--- src/rtl/reaction_timer_fsm_pkg.sv ---
// ---------------------------------------------------------------------------
// reaction_timer_fsm_pkg
// Shared definitions for the reaction timer and the SSD time decoder:
//   - reserved 14-bit display codes (never produced as numeric values,
//     since numeric results are capped at 9999)
//   - trial state type
//   - LFSR step and countdown-digit helpers
// ---------------------------------------------------------------------------
package reaction_timer_fsm_pkg;

    localparam logic [13:0] CODE_FAIL      = 14'h3FFF;
    localparam logic [13:0] CODE_IDLE      = 14'h3FFE;
    localparam logic [13:0] CODE_LED_BLANK = 14'h3FFD;

    // Galois feedback mask for x^16 + x^14 + x^13 + x^11 + 1 (right-shifting form)
    localparam logic [15:0] LFSR_TAPS = 16'hB400;

    typedef enum logic [2:0] {
        S_IDLE   = 3'd0,
        S_COUNT  = 3'd1,
        S_HOLD   = 3'd2,
        S_REACT  = 3'd3,
        S_RESULT = 3'd4,
        S_FAIL   = 3'd5
    } state_t;

    function automatic logic [15:0] lfsr_next(input logic [15:0] cur);
        return {1'b0, cur[15:1]} ^ (cur[0] ? LFSR_TAPS : 16'h0000);
    endfunction

    // Countdown display value: 3 -> 3000, 2 -> 2000, 1 -> 1000
    function automatic logic [13:0] digit_ms(input logic [1:0] digit);
        return 14'(digit) * 14'd1000;
    endfunction

endpackage

--- src/rtl/reaction_timer_fsm_lfsr.sv ---
// ---------------------------------------------------------------------------
// reaction_lfsr
// Free-running 16-bit Galois LFSR used to randomise the hold-off delay.
// Advances every clock; a non-zero seed keeps it out of the all-zero lockup.
// Ports:
//   clock    in   system clock
//   reset_n  in   asynchronous active-low reset (loads SEED)
//   value    out  low OUT_BITS bits of the LFSR state
// ---------------------------------------------------------------------------
module reaction_lfsr
    import reaction_timer_fsm_pkg::*;
#(
    parameter logic [15:0] SEED     = 16'hACE1,
    parameter int unsigned OUT_BITS = 16
) (
    input  logic                clock,
    input  logic                reset_n,
    output logic [OUT_BITS-1:0] value
);

    logic [15:0] state;

    always_ff @(posedge clock or negedge reset_n) begin
        if (!reset_n) begin
            state <= SEED;
        end else begin
            state <= lfsr_next(state);
        end
    end

    assign value = state[OUT_BITS-1:0];

endmodule

--- src/rtl/reaction_timer_fsm.sv ---
// ---------------------------------------------------------------------------
// reaction_timer_fsm
// Sequences one reaction trial: idle, 3-2-1 countdown, random hold-off,
// stimulus LED, measured response. Drives the 14-bit time_millisecs display
// interface with either a numeric ms value (0..9999) or a reserved code.
// Ports:
//   clock             in   system clock
//   reset_n           in   asynchronous active-low reset
//   rising_edge_1khz  in   one-clock 1 kHz strobe (ms timebase)
//   start_pulse       in   debounced start button pulse
//   react_pulse       in   debounced react button pulse
//   time_millisecs    out  numeric ms or CODE_IDLE/CODE_LED_BLANK/CODE_FAIL
//   stimulus_led      out  high while awaiting the reaction
//   result_valid      out  one-clock pulse when a numeric result is latched
// All outputs are registered.
// ---------------------------------------------------------------------------
module reaction_timer_fsm
    import reaction_timer_fsm_pkg::*;
#(
    parameter int unsigned MIN_DELAY_MS  = 1000,
    parameter int unsigned RAND_BITS     = 11,
    parameter int unsigned COUNT_STEP_MS = 1000,
    parameter int unsigned TIMEOUT_MS    = 9999,
    parameter logic [15:0] LFSR_SEED     = 16'hACE1
) (
    input  logic        clock,
    input  logic        reset_n,
    input  logic        rising_edge_1khz,
    input  logic        start_pulse,
    input  logic        react_pulse,
    output logic [13:0] time_millisecs,
    output logic        stimulus_led,
    output logic        result_valid
);

    localparam logic [13:0] STEP_LAST    = 14'(COUNT_STEP_MS - 1);
    localparam logic [13:0] MIN_DELAY    = 14'(MIN_DELAY_MS);
    localparam logic [13:0] TIMEOUT      = 14'(TIMEOUT_MS);
    localparam logic [13:0] TIMEOUT_LAST = 14'(TIMEOUT_MS - 1);

    state_t                 state;
    logic [13:0]            ms_cnt;
    logic [13:0]            delay;
    logic [1:0]             digit;
    logic [RAND_BITS-1:0]   rand_bits;

    reaction_lfsr #(
        .SEED     (LFSR_SEED),
        .OUT_BITS (RAND_BITS)
    ) u_lfsr (
        .clock   (clock),
        .reset_n (reset_n),
        .value   (rand_bits)
    );

    always_ff @(posedge clock or negedge reset_n) begin
        if (!reset_n) begin
            state          <= S_IDLE;
            ms_cnt         <= '0;
            delay          <= '0;
            digit          <= '0;
            time_millisecs <= CODE_IDLE;
            stimulus_led   <= 1'b0;
            result_valid   <= 1'b0;
        end else begin
            result_valid <= 1'b0;
            case (state)
                // Terminal/idle states: start wins over a simultaneous react
                S_IDLE, S_RESULT, S_FAIL: begin
                    if (start_pulse) begin
                        state          <= S_COUNT;
                        digit          <= 2'd3;
                        ms_cnt         <= '0;
                        time_millisecs <= digit_ms(2'd3);
                        stimulus_led   <= 1'b0;
                    end
                end

                S_COUNT: begin
                    if (react_pulse) begin
                        state          <= S_FAIL;
                        time_millisecs <= CODE_FAIL;
                    end else if (rising_edge_1khz) begin
                        if (ms_cnt == STEP_LAST) begin
                            ms_cnt <= '0;
                            if (digit == 2'd1) begin
                                digit          <= '0;
                                delay          <= MIN_DELAY + 14'(rand_bits);
                                state          <= S_HOLD;
                                time_millisecs <= CODE_LED_BLANK;
                            end else begin
                                digit          <= digit - 2'd1;
                                time_millisecs <= digit_ms(digit - 2'd1);
                            end
                        end else begin
                            ms_cnt <= ms_cnt + 14'd1;
                        end
                    end
                end

                S_HOLD: begin
                    if (react_pulse) begin
                        state          <= S_FAIL;
                        time_millisecs <= CODE_FAIL;
                    end else if (rising_edge_1khz) begin
                        delay <= delay - 14'd1;
                        if (delay == 14'd1) begin
                            state          <= S_REACT;
                            ms_cnt         <= '0;
                            time_millisecs <= '0;
                            stimulus_led   <= 1'b1;
                        end
                    end
                end

                S_REACT: begin
                    // React takes the pre-increment count even if a strobe coincides
                    if (react_pulse) begin
                        state          <= S_RESULT;
                        time_millisecs <= ms_cnt;
                        result_valid   <= 1'b1;
                        stimulus_led   <= 1'b0;
                    end else if (rising_edge_1khz) begin
                        if (ms_cnt >= TIMEOUT_LAST) begin
                            state          <= S_FAIL;
                            ms_cnt         <= TIMEOUT;
                            time_millisecs <= CODE_FAIL;
                            stimulus_led   <= 1'b0;
                        end else begin
                            ms_cnt         <= ms_cnt + 14'd1;
                            time_millisecs <= ms_cnt + 14'd1;
                        end
                    end
                end

                default: begin
                    state          <= S_IDLE;
                    time_millisecs <= CODE_IDLE;
                    stimulus_led   <= 1'b0;
                end
            endcase
        end
    end

endmodule

--- config.mk ---
export PLATFORM = sky130hd
export DESIGN_NAME = reaction_timer_fsm
export DESIGN_NICKNAME = d
export VERILOG_FILES = /design/src/rtl/reaction_timer_fsm_pkg.sv /design/src/rtl/reaction_timer_fsm_lfsr.sv /design/src/rtl/reaction_timer_fsm.sv
export SDC_FILE = /design/constraint.sdc
export NUM_CORES = 1
export LEC_CHECK = 0
export CORE_ASPECT_RATIO = 0.6
export CORE_MARGIN = 4
export CORE_UTILIZATION = 30
export CTS_CLUSTER_DIAMETER = 60
export CTS_CLUSTER_SIZE = 30
export DETAILED_ROUTE_END_ITERATION = 10
export GPL_TIMING_DRIVEN = 0
export RECOVER_POWER = 100
export SLEW_MARGIN = 20
export SYNTH_ARGS = -nofsm -noshare
export SYNTH_HDL_FRONTEND = slang
export SYNTH_SLANG_ARGS = --single-unit
--- constraint.sdc ---
create_clock -name clock -period 5.5 [get_ports clock]
set_clock_uncertainty 0.15 [all_clocks]
set_input_delay 1.1 -clock clock [delete_from_list [all_inputs] [get_ports clock]]
set_output_delay 1.1 -clock clock [all_outputs]
set_load 0.02 [all_outputs]
==> implementation parameters, run 1 <==
Parameter                              Value

Status
  Outcome ... completed

Route
  DRC violations left ... 0
  Final Routed Wirelength ... 12.2 mm
  Via total after detailed routing ... 3717
  Average routed wire per standard cell ... 18.4 um
  Drt initial violations ... 454
  Count of nets left with antenna violations after detail routing ... 0
  Via/cell ratio ... 5.61
  Total iterations of the first detailed-routing run ... 5

Finish
  Final nets ... 504
  N_diodes ... 0
  Area added between synthesis and finish ... 16.8%
  FILL cells ... 1315
  Leading cell types in the layout, fill and taps excluded ... sky130_fd_sc_hd__o21ai_0, sky130_fd_sc_hd__dfrtp_1, sky130_fd_sc_hd__nand2_1, sky130_fd_sc_hd__nor2_1, sky130_fd_sc_hd__a21oi_1
  Footprint of the multi-input gates ... 2160 um^2
  Util after Layout ... 0.362
  Flip-flop and latch area ... 1650 um^2
  Most common cell after layout, fill and taps aside ... sky130_fd_sc_hd__o21ai_0
  Layout cells sized above 1 ... 0.128

Clocking
  Htree depth ... 3
  Total number of clock tree sinks ... 65
  Post-CTS setup repair buffer count ... 0
  Worst-skew pair later-pin latency ... 0.33 ns
  Cell at the root of the clock tree ... sky130_fd_sc_hd__clkbuf_16
  Number of CTS-inserted buffers ... 9
  Number of buffers added to fix hold violations after cts ... 0
  Clock tree from TritonCTS ... yes
  Maximum count of clock buffers along a single path ... 2
  Reg clk slew, reported paths ... 0.05 ns
  Number of resized instances in the post-cts repair step ... 0

Global routing
  Global-route met3 utilization ... 0.0558
  Met2 track utilization from global routing ... 0.201
  Highest-utilization routing layer at the global route stage ... met1
  Met1 Usage GRT ... 0.271
  Number of global-route vias before repair ... 3706
  GR Util All Layers ... 0.165
  Pin count of the biggest net entering global routing ... 42
  Overflow left after global routing ... 0
  First-pass GRT wire length ... 20.2 mm
  Antenna violations before repair ... 0

Worst setup path
  Sort of element at the start of the critical path ... input port
  Launching point of the worst reg2reg path ... ms_cnt[0]
  Crit path arrival time ... 3.63 ns
  Worst setup path startpoint ... react_pulse
  Worst Setup Path Type ... in -> reg
  Required time of the worst setup path ... 5.60 ns
  Worst Setup End Kind ... flop
  Flop2flop setup slack ... 2.26 ns
  CP endpoint ... ms_cnt[6]
  Capturing point of the worst reg2reg path ... time_millisecs[12]
  Depth of the most critical reg-to-reg path ... 8
  Worst-path fanout max ... 10

Logic synthesis
  Distinct cell type count of the synthesized netlist ... 72
  Flip-flop and latch count after synthesis ... 65
  Netlist area before placement ... 4040 um^2
  Number of synthesized flops with an enable pin ... 0
  Share of the yosys chip area belonging to registers ... 0.409
  Biggest area contributors in the synthesized netlist ... sky130_fd_sc_hd__dfrtp_1, sky130_fd_sc_hd__dfstp_2, sky130_fd_sc_hd__o21ai_0
  Synthesized area per cell ... 8.85 um^2
  Number of nets produced by synthesis ... 472
  Fraction of registers with async set/reset ... 1.00
  Area share of the largest cell type after synthesis ... 0.273
  Mapped Cells ... 456
  Warnings, synthesis ... 0
  Primary FF master, synth ... sky130_fd_sc_hd__dfrtp_1
  Largest area contributor in the netlist ... sky130_fd_sc_hd__dfrtp_1

Power
  Static leakage power ... 1.95 nW
  Worst VDD drop ... 0.000183 V
  Total power density per cell area ... 434 nW/um^2

Floorplan
  Die footprint ... 15400 um^2
  Die Width ... 158 um
  Die boundary height ... 97.9 um
  Starting Density ... 0.310
  Count of pins on the block boundary ... 21
  Floorplan core area ... 13000 um^2
  Site Rows ... 32

Timing
  Period utilization ... 0.641
  Transition time at the pin with the least slew margin ... 1.45 ns
  Maximum frequency from static timing analysis ... 283 MHz
  Final Hold Violating Endpoints ... 0
  Number of pins with negative max-slew slack in the final report ... 0
  Crit path time final ... 3.53 ns
  Unrepaired setup endpoints after global routing ... no
  Number of failing setup endpoints in the final timing report ... 0
  Total Neg Setup Slack ... 0 ns
  Tightest slew margin relative to the limit ... 0.0365

Place
  Count of input and output buffers ... 20
  Last weighted congestion value of the routability-driven placer ... 0.922
  Detailed placer's ending HPWL ... 9.13 mm

Job
  Max-capacitance violation count ... 0

Hold path
  Type of the worst min-delay path ... reg -> reg
-- critical path, stage by stage --
cell	delay [ns]
sky130_fd_sc_hd__dlygate4sd3_1	0.56
sky130_fd_sc_hd__clkbuf_1	0.26
sky130_fd_sc_hd__nand2b_1	0.28
sky130_fd_sc_hd__nor2_1	0.45
sky130_fd_sc_hd__o21a_1	0.23
sky130_fd_sc_hd__clkbuf_1	0.38
sky130_fd_sc_hd__o21ai_0	0.17
sky130_fd_sc_hd__a31oi_1	0.19
-- layout make-up --
| cell class | count | area share |
|---|---|---|
| timing repair buffer | 21 | 0.0454 |
| clock buffer | 11 | 0.0515 |
| buffer | 31 | 0.0337 |
| sequential | 65 | 0.350 |
| multi-input combinational | 348 | 0.458 |
| tap | 170 | 0.0451 |
| clock inverter | 5 | 0.00663 |
| inverter | 12 | 0.00955 |
-- cells by family (layout without fill, tap and decap cells) --
| logic type | Yosys count | after routing | share of synthesized area |
|---|---|---|---|
| and+or+nand+nor | 164 | 164 | 0.216 |
| AOI/OAI and AO/OA | 154 | 154 | 0.244 |
| DFF | 65 | 65 | 0.409 |
| buffers and inverters | 43 | 80 | 0.0533 |
| xor gates and xnor gates | 16 | 16 | 0.0347 |
| adders and majority gates | 11 | 11 | 0.0341 |
| muxes | 3 | 3 | 0.00806 |
-- registers in the layout (all words and copies together), names as in the netlist --
register	cells
u_lfsr.state	16
delay	14
ms_cnt	14
time_millisecs	14
state	3
digit	2
result_valid	1
stimulus_led	1
-- layer usage --
metal / part of all wire / routed length (um)
met1: 0.52 / 6350
met4: 0.011 / 129
met2: 0.37 / 4480
met3: 0.10 / 1250
met5: 0 / 0
-- per-stage QoR --
stage	setup slack [ns]	total power, mW	cells	hold WS (ns)	area [um^2]
3_5_place_dp	2.08	1.53	647	0.198	4470
6_report	1.97	2.05	663	0.206	4720
3_3_place_gp	0.969	1.51	646	0.185	4450
5_1_grt	1.81	2.18	663	0.218	4720
2_1_floorplan	2.92	1.22	456	0.183	4040
4_1_cts	2.42	2.07	663	0.210	4740
-- cell usage after synthesis, drive strengths merged (4+ instances only) --
master	instances
o21ai	47
dfrtp	44
nand2	43
nor2	41
a21oi	35
dfstp	21
buf	20
nor3	19
a31oi	14
nand3	14
inv	12
clkbuf	11
ha	11
nand2b	11
xor2	11
nor4	8
a211oi	6
a21o	6
nand4	5
o21a	5
o22a	5
o22ai	5
xnor2	5
nor3b	4
o211ai	4
-- power breakdown --
part / switching (mW) / internal [mW] / leakage, nW
Sequential: 0.105 / 0.622 / 0.804
Clock: 0.214 / 0.315 / 0.135
Combinational: 0.508 / 0.283 / 1.01
Total: 0.827 / 1.22 / 1.95
-- how the worst min path moves through the flow --
stage                           startpoint               end  cells past startpoint
after floorplan           u_lfsr.state[12]  u_lfsr.state[11]                      0
after global placement    u_lfsr.state[12]  u_lfsr.state[11]                      0
after detailed placement  u_lfsr.state[12]  u_lfsr.state[11]                      0
after CTS                 u_lfsr.state[12]  u_lfsr.state[11]                      0
after global routing      u_lfsr.state[12]  u_lfsr.state[11]                      0
final                     u_lfsr.state[12]  u_lfsr.state[11]                      0
Power figures use the tool's default switching activity.
==> run 2: changes to the inputs <==
==> constraint.sdc (replaced) <==
create_clock -name clock -period 3.2 [get_ports clock]
set_clock_uncertainty 0.15 [all_clocks]
set_input_delay 0.64 -clock clock [delete_from_list [all_inputs] [get_ports clock]]
set_output_delay 0.64 -clock clock [all_outputs]
set_load 0.02 [all_outputs]
==> run 2 against run 1 <==
Against the previous run:
- first-iteration DRC count increased by 14%
- total power grew 72%
- cell count unchanged
- clock power increased by 71%
- combinational power rose by 73%
- critical path type is now reg -> reg
- critical endpoint is now time_millisecs[12]
- largest cell class unchanged
- highest routed layer unchanged
==> implementation parameters, run 2 (same netlist as run 1, synthesis figures left out) <==
Parameter                              Value

Status
  Outcome ... completed

Clocking
  Worst-skew pair later-pin latency ... 0.33 ns (about the same)
  Post-CTS setup repair buffer count ... 0 (unchanged)
  Total number of clock tree sinks ... 65 (unchanged)
  Number of buffers added to fix hold violations after cts ... 0 (unchanged)
  Htree depth ... 3 (unchanged)
  Number of CTS-inserted buffers ... 9 (unchanged)
  Reg clk slew, reported paths ... 0.06 ns (about the same)
  Maximum count of clock buffers along a single path ... 2 (unchanged)
  Number of resized instances in the post-cts repair step ... 0 (unchanged)
  Clock tree from TritonCTS ... yes
  Cell at the root of the clock tree ... sky130_fd_sc_hd__clkbuf_16

Route
  DRC violations left ... 0 (unchanged)
  Via total after detailed routing ... 3697 (-0.54%)
  Drt initial violations ... 518 (+14%)
  Final Routed Wirelength ... 12.2 mm (+0.19%)
  Via/cell ratio ... 5.58 (-0.54%)
  Total iterations of the first detailed-routing run ... 6 (+1)
  Count of nets left with antenna violations after detail routing ... 0 (unchanged)
  Average routed wire per standard cell ... 18.5 um (+0.19%)

Worst setup path
  Launching point of the worst reg2reg path ... ms_cnt[0]
  Worst Setup End Kind ... flop
  Cells along the critical path ... inv_1 -> ha_1 -> o211ai_1 -> a21oi_2 -> nor2_1 -> nand2_1 -> a311oi_1 -> o21ai_1
  Flop2flop setup slack ... 0.09 ns (-2.17 ns)
  Worst-path fanout max ... 9 (-1)
  Required time of the worst setup path ... 3.29 ns (-2.31 ns)
  Crit path arrival time ... 3.21 ns (-0.42 ns)
  Capturing point of the worst reg2reg path ... time_millisecs[12]
  Largest incremental delay on the critical path ... 0.65 ns (+0.09 ns)
  Depth of the most critical reg-to-reg path ... 8 (unchanged)
  Crit-path slowest cell ... sky130_fd_sc_hd__nor2_1
  Sort of element at the start of the critical path ... flop
  Worst Setup Path Type ... reg -> reg

Power
  Static leakage power ... 1.95 nW (+0.21%)
  Worst VDD drop ... 0.000318 V (+74%)
  Total power density per cell area ... 747 nW/um^2 (+72%)

Finish
  Util after Layout ... 0.362 (about the same)
  N_diodes ... 0 (unchanged)
  Final std cells w/o fill ... 663 (unchanged)
  Area added between synthesis and finish ... 16.8% (about the same)
  Final nets ... 504 (unchanged)
  Register with the most flip-flops ... u_lfsr.state
  Layout cells sized above 1 ... 0.136 (+0.00811)
  Leading cell types in the layout, fill and taps excluded ... sky130_fd_sc_hd__o21ai_0, sky130_fd_sc_hd__dfrtp_1, sky130_fd_sc_hd__nand2_1, sky130_fd_sc_hd__nor2_1, sky130_fd_sc_hd__a21oi_1
  Flip-flop count of the largest register, all copies and words added ... 16 (unchanged)

Place
  Last weighted congestion value of the routability-driven placer ... 0.922 (unchanged)
  Count of input and output buffers ... 20 (unchanged)
  Detailed placer's ending HPWL ... 9.13 mm (unchanged)
  Number of placed instances with taps included ... 647 (unchanged)
  Worst setup slack after placement ... 0.239 ns (-1.84 ns)

Timing
  Maximum frequency from static timing analysis ... 321 MHz
  Unrepaired setup endpoints after global routing ... no
  Tightest slew margin relative to the limit ... 0.0783 (+0.0418)
  Transition time at the pin with the least slew margin ... 1.38 ns (-0.0627 ns)
  Period utilization ... 0.973
  Final Hold Violating Endpoints ... 0 (unchanged)
  Worst path setup slack after routing ... 0.0871 ns (-1.89 ns)
  Number of pins with negative max-slew slack in the final report ... 0 (unchanged)
  Number of failing setup endpoints in the final timing report ... 0 (unchanged)
  Crit path time final ... 3.11 ns

Global routing
  Antenna violations before repair ... 0 (unchanged)
  First-pass GRT wire length ... 20.2 mm (unchanged)
  Number of global-route vias before repair ... 3706 (unchanged)
  GR Util All Layers ... 0.165 (unchanged)
  Pin count of the biggest net entering global routing ... 42 (unchanged)
  Overflow left after global routing ... 0 (unchanged)

Floorplan
  Starting Density ... 0.310 (unchanged)
  Die footprint ... 15400 um^2 (unchanged)
  Count of pins on the block boundary ... 21 (unchanged)
  Die boundary height ... 97.9 um (unchanged)
  Floorplan core area ... 13000 um^2 (unchanged)
  Site Rows ... 32 (unchanged)
  Die Width ... 158 um (unchanged)

Hold path
  Type of the worst min-delay path ... reg -> reg
  Hold Startpoint ... u_lfsr.state[12]
  Worst hold path endpoint ... u_lfsr.state[11]
  Min-Delay Path Depth ... 0 (unchanged)

Job
  Max-capacitance violation count ... 0 (unchanged)
## run 2: cell type report
type / instances / area (um^2)
Tap cell: 170 / 213
Inverter: 12 / 45.0
Timing Repair Buffer: 21 / 199
Buffer: 31 / 164
Clock buffer: 11 / 243
Multi-Input combinational cell: 348 / 2170
Clock inverter: 5 / 31.3
Fill cell: 1312 / 8300
Sequential cell: 65 / 1650
## run 2: worst max-delay path by stage
stage                     slack, ns            endpoint  cells after the start         from
after global placement        -0.87            delay[9]                      1      reset_n
after global routing           0.03            state[0]                      8     state[2]
after detailed placement       0.24   time_millisecs[7]                      7  react_pulse
final                          0.09  time_millisecs[12]                      8    ms_cnt[0]
after floorplan                0.93            state[0]                      8    ms_cnt[1]
after CTS                      0.25  time_millisecs[12]                      8    ms_cnt[0]
## run 2: metal layers
layer / global-route usage / part of all wire / up-vias
met5: 0.0127 / 0 / -
met4: 0.0364 / 0.012 / 0
met3: 0.0558 / 0.096 / 17
met2: 0.201 / 0.36 / 143
met1: 0.271 / 0.53 / 1815
li1: - / - / 1722
## run 2: critical path, delay by kind of cell (launching register included)
kind,cells,cell delay [ns]
and+or+nand+nor,2,0.76
adders and majority gates,1,0.23
DFF,1,0.52
buffers and inverters,1,0.15
AOI/OAI and AO/OA,4,1.22
## run 2: metrics by stage
stage / power [mW] / hold slack (ns) / setup TNS [ns] / cell area [um^2]
after detailed placement: 2.63 / 0.198 / 0 / 4470
after floorplan: 2.10 / 0.183 / 0 / 4040
after global routing: 3.76 / 0.218 / 0 / 4710
after CTS: 3.56 / 0.0690 / 0 / 4740
final: 3.52 / 0.206 / 0 / 4710
after global placement: 2.60 / 0.185 / -40.36 / 4450
## run 2: power by group
| group | total, mW | switching [mW] | internal (mW) |
|---|---|---|---|
| combinational | 1.37 | 0.872 | 0.493 |
| sequential | 1.25 | 0.179 | 1.07 |
| clock | 0.907 | 0.365 | 0.542 |
| total | 3.52 | 1.42 | 2.10 |
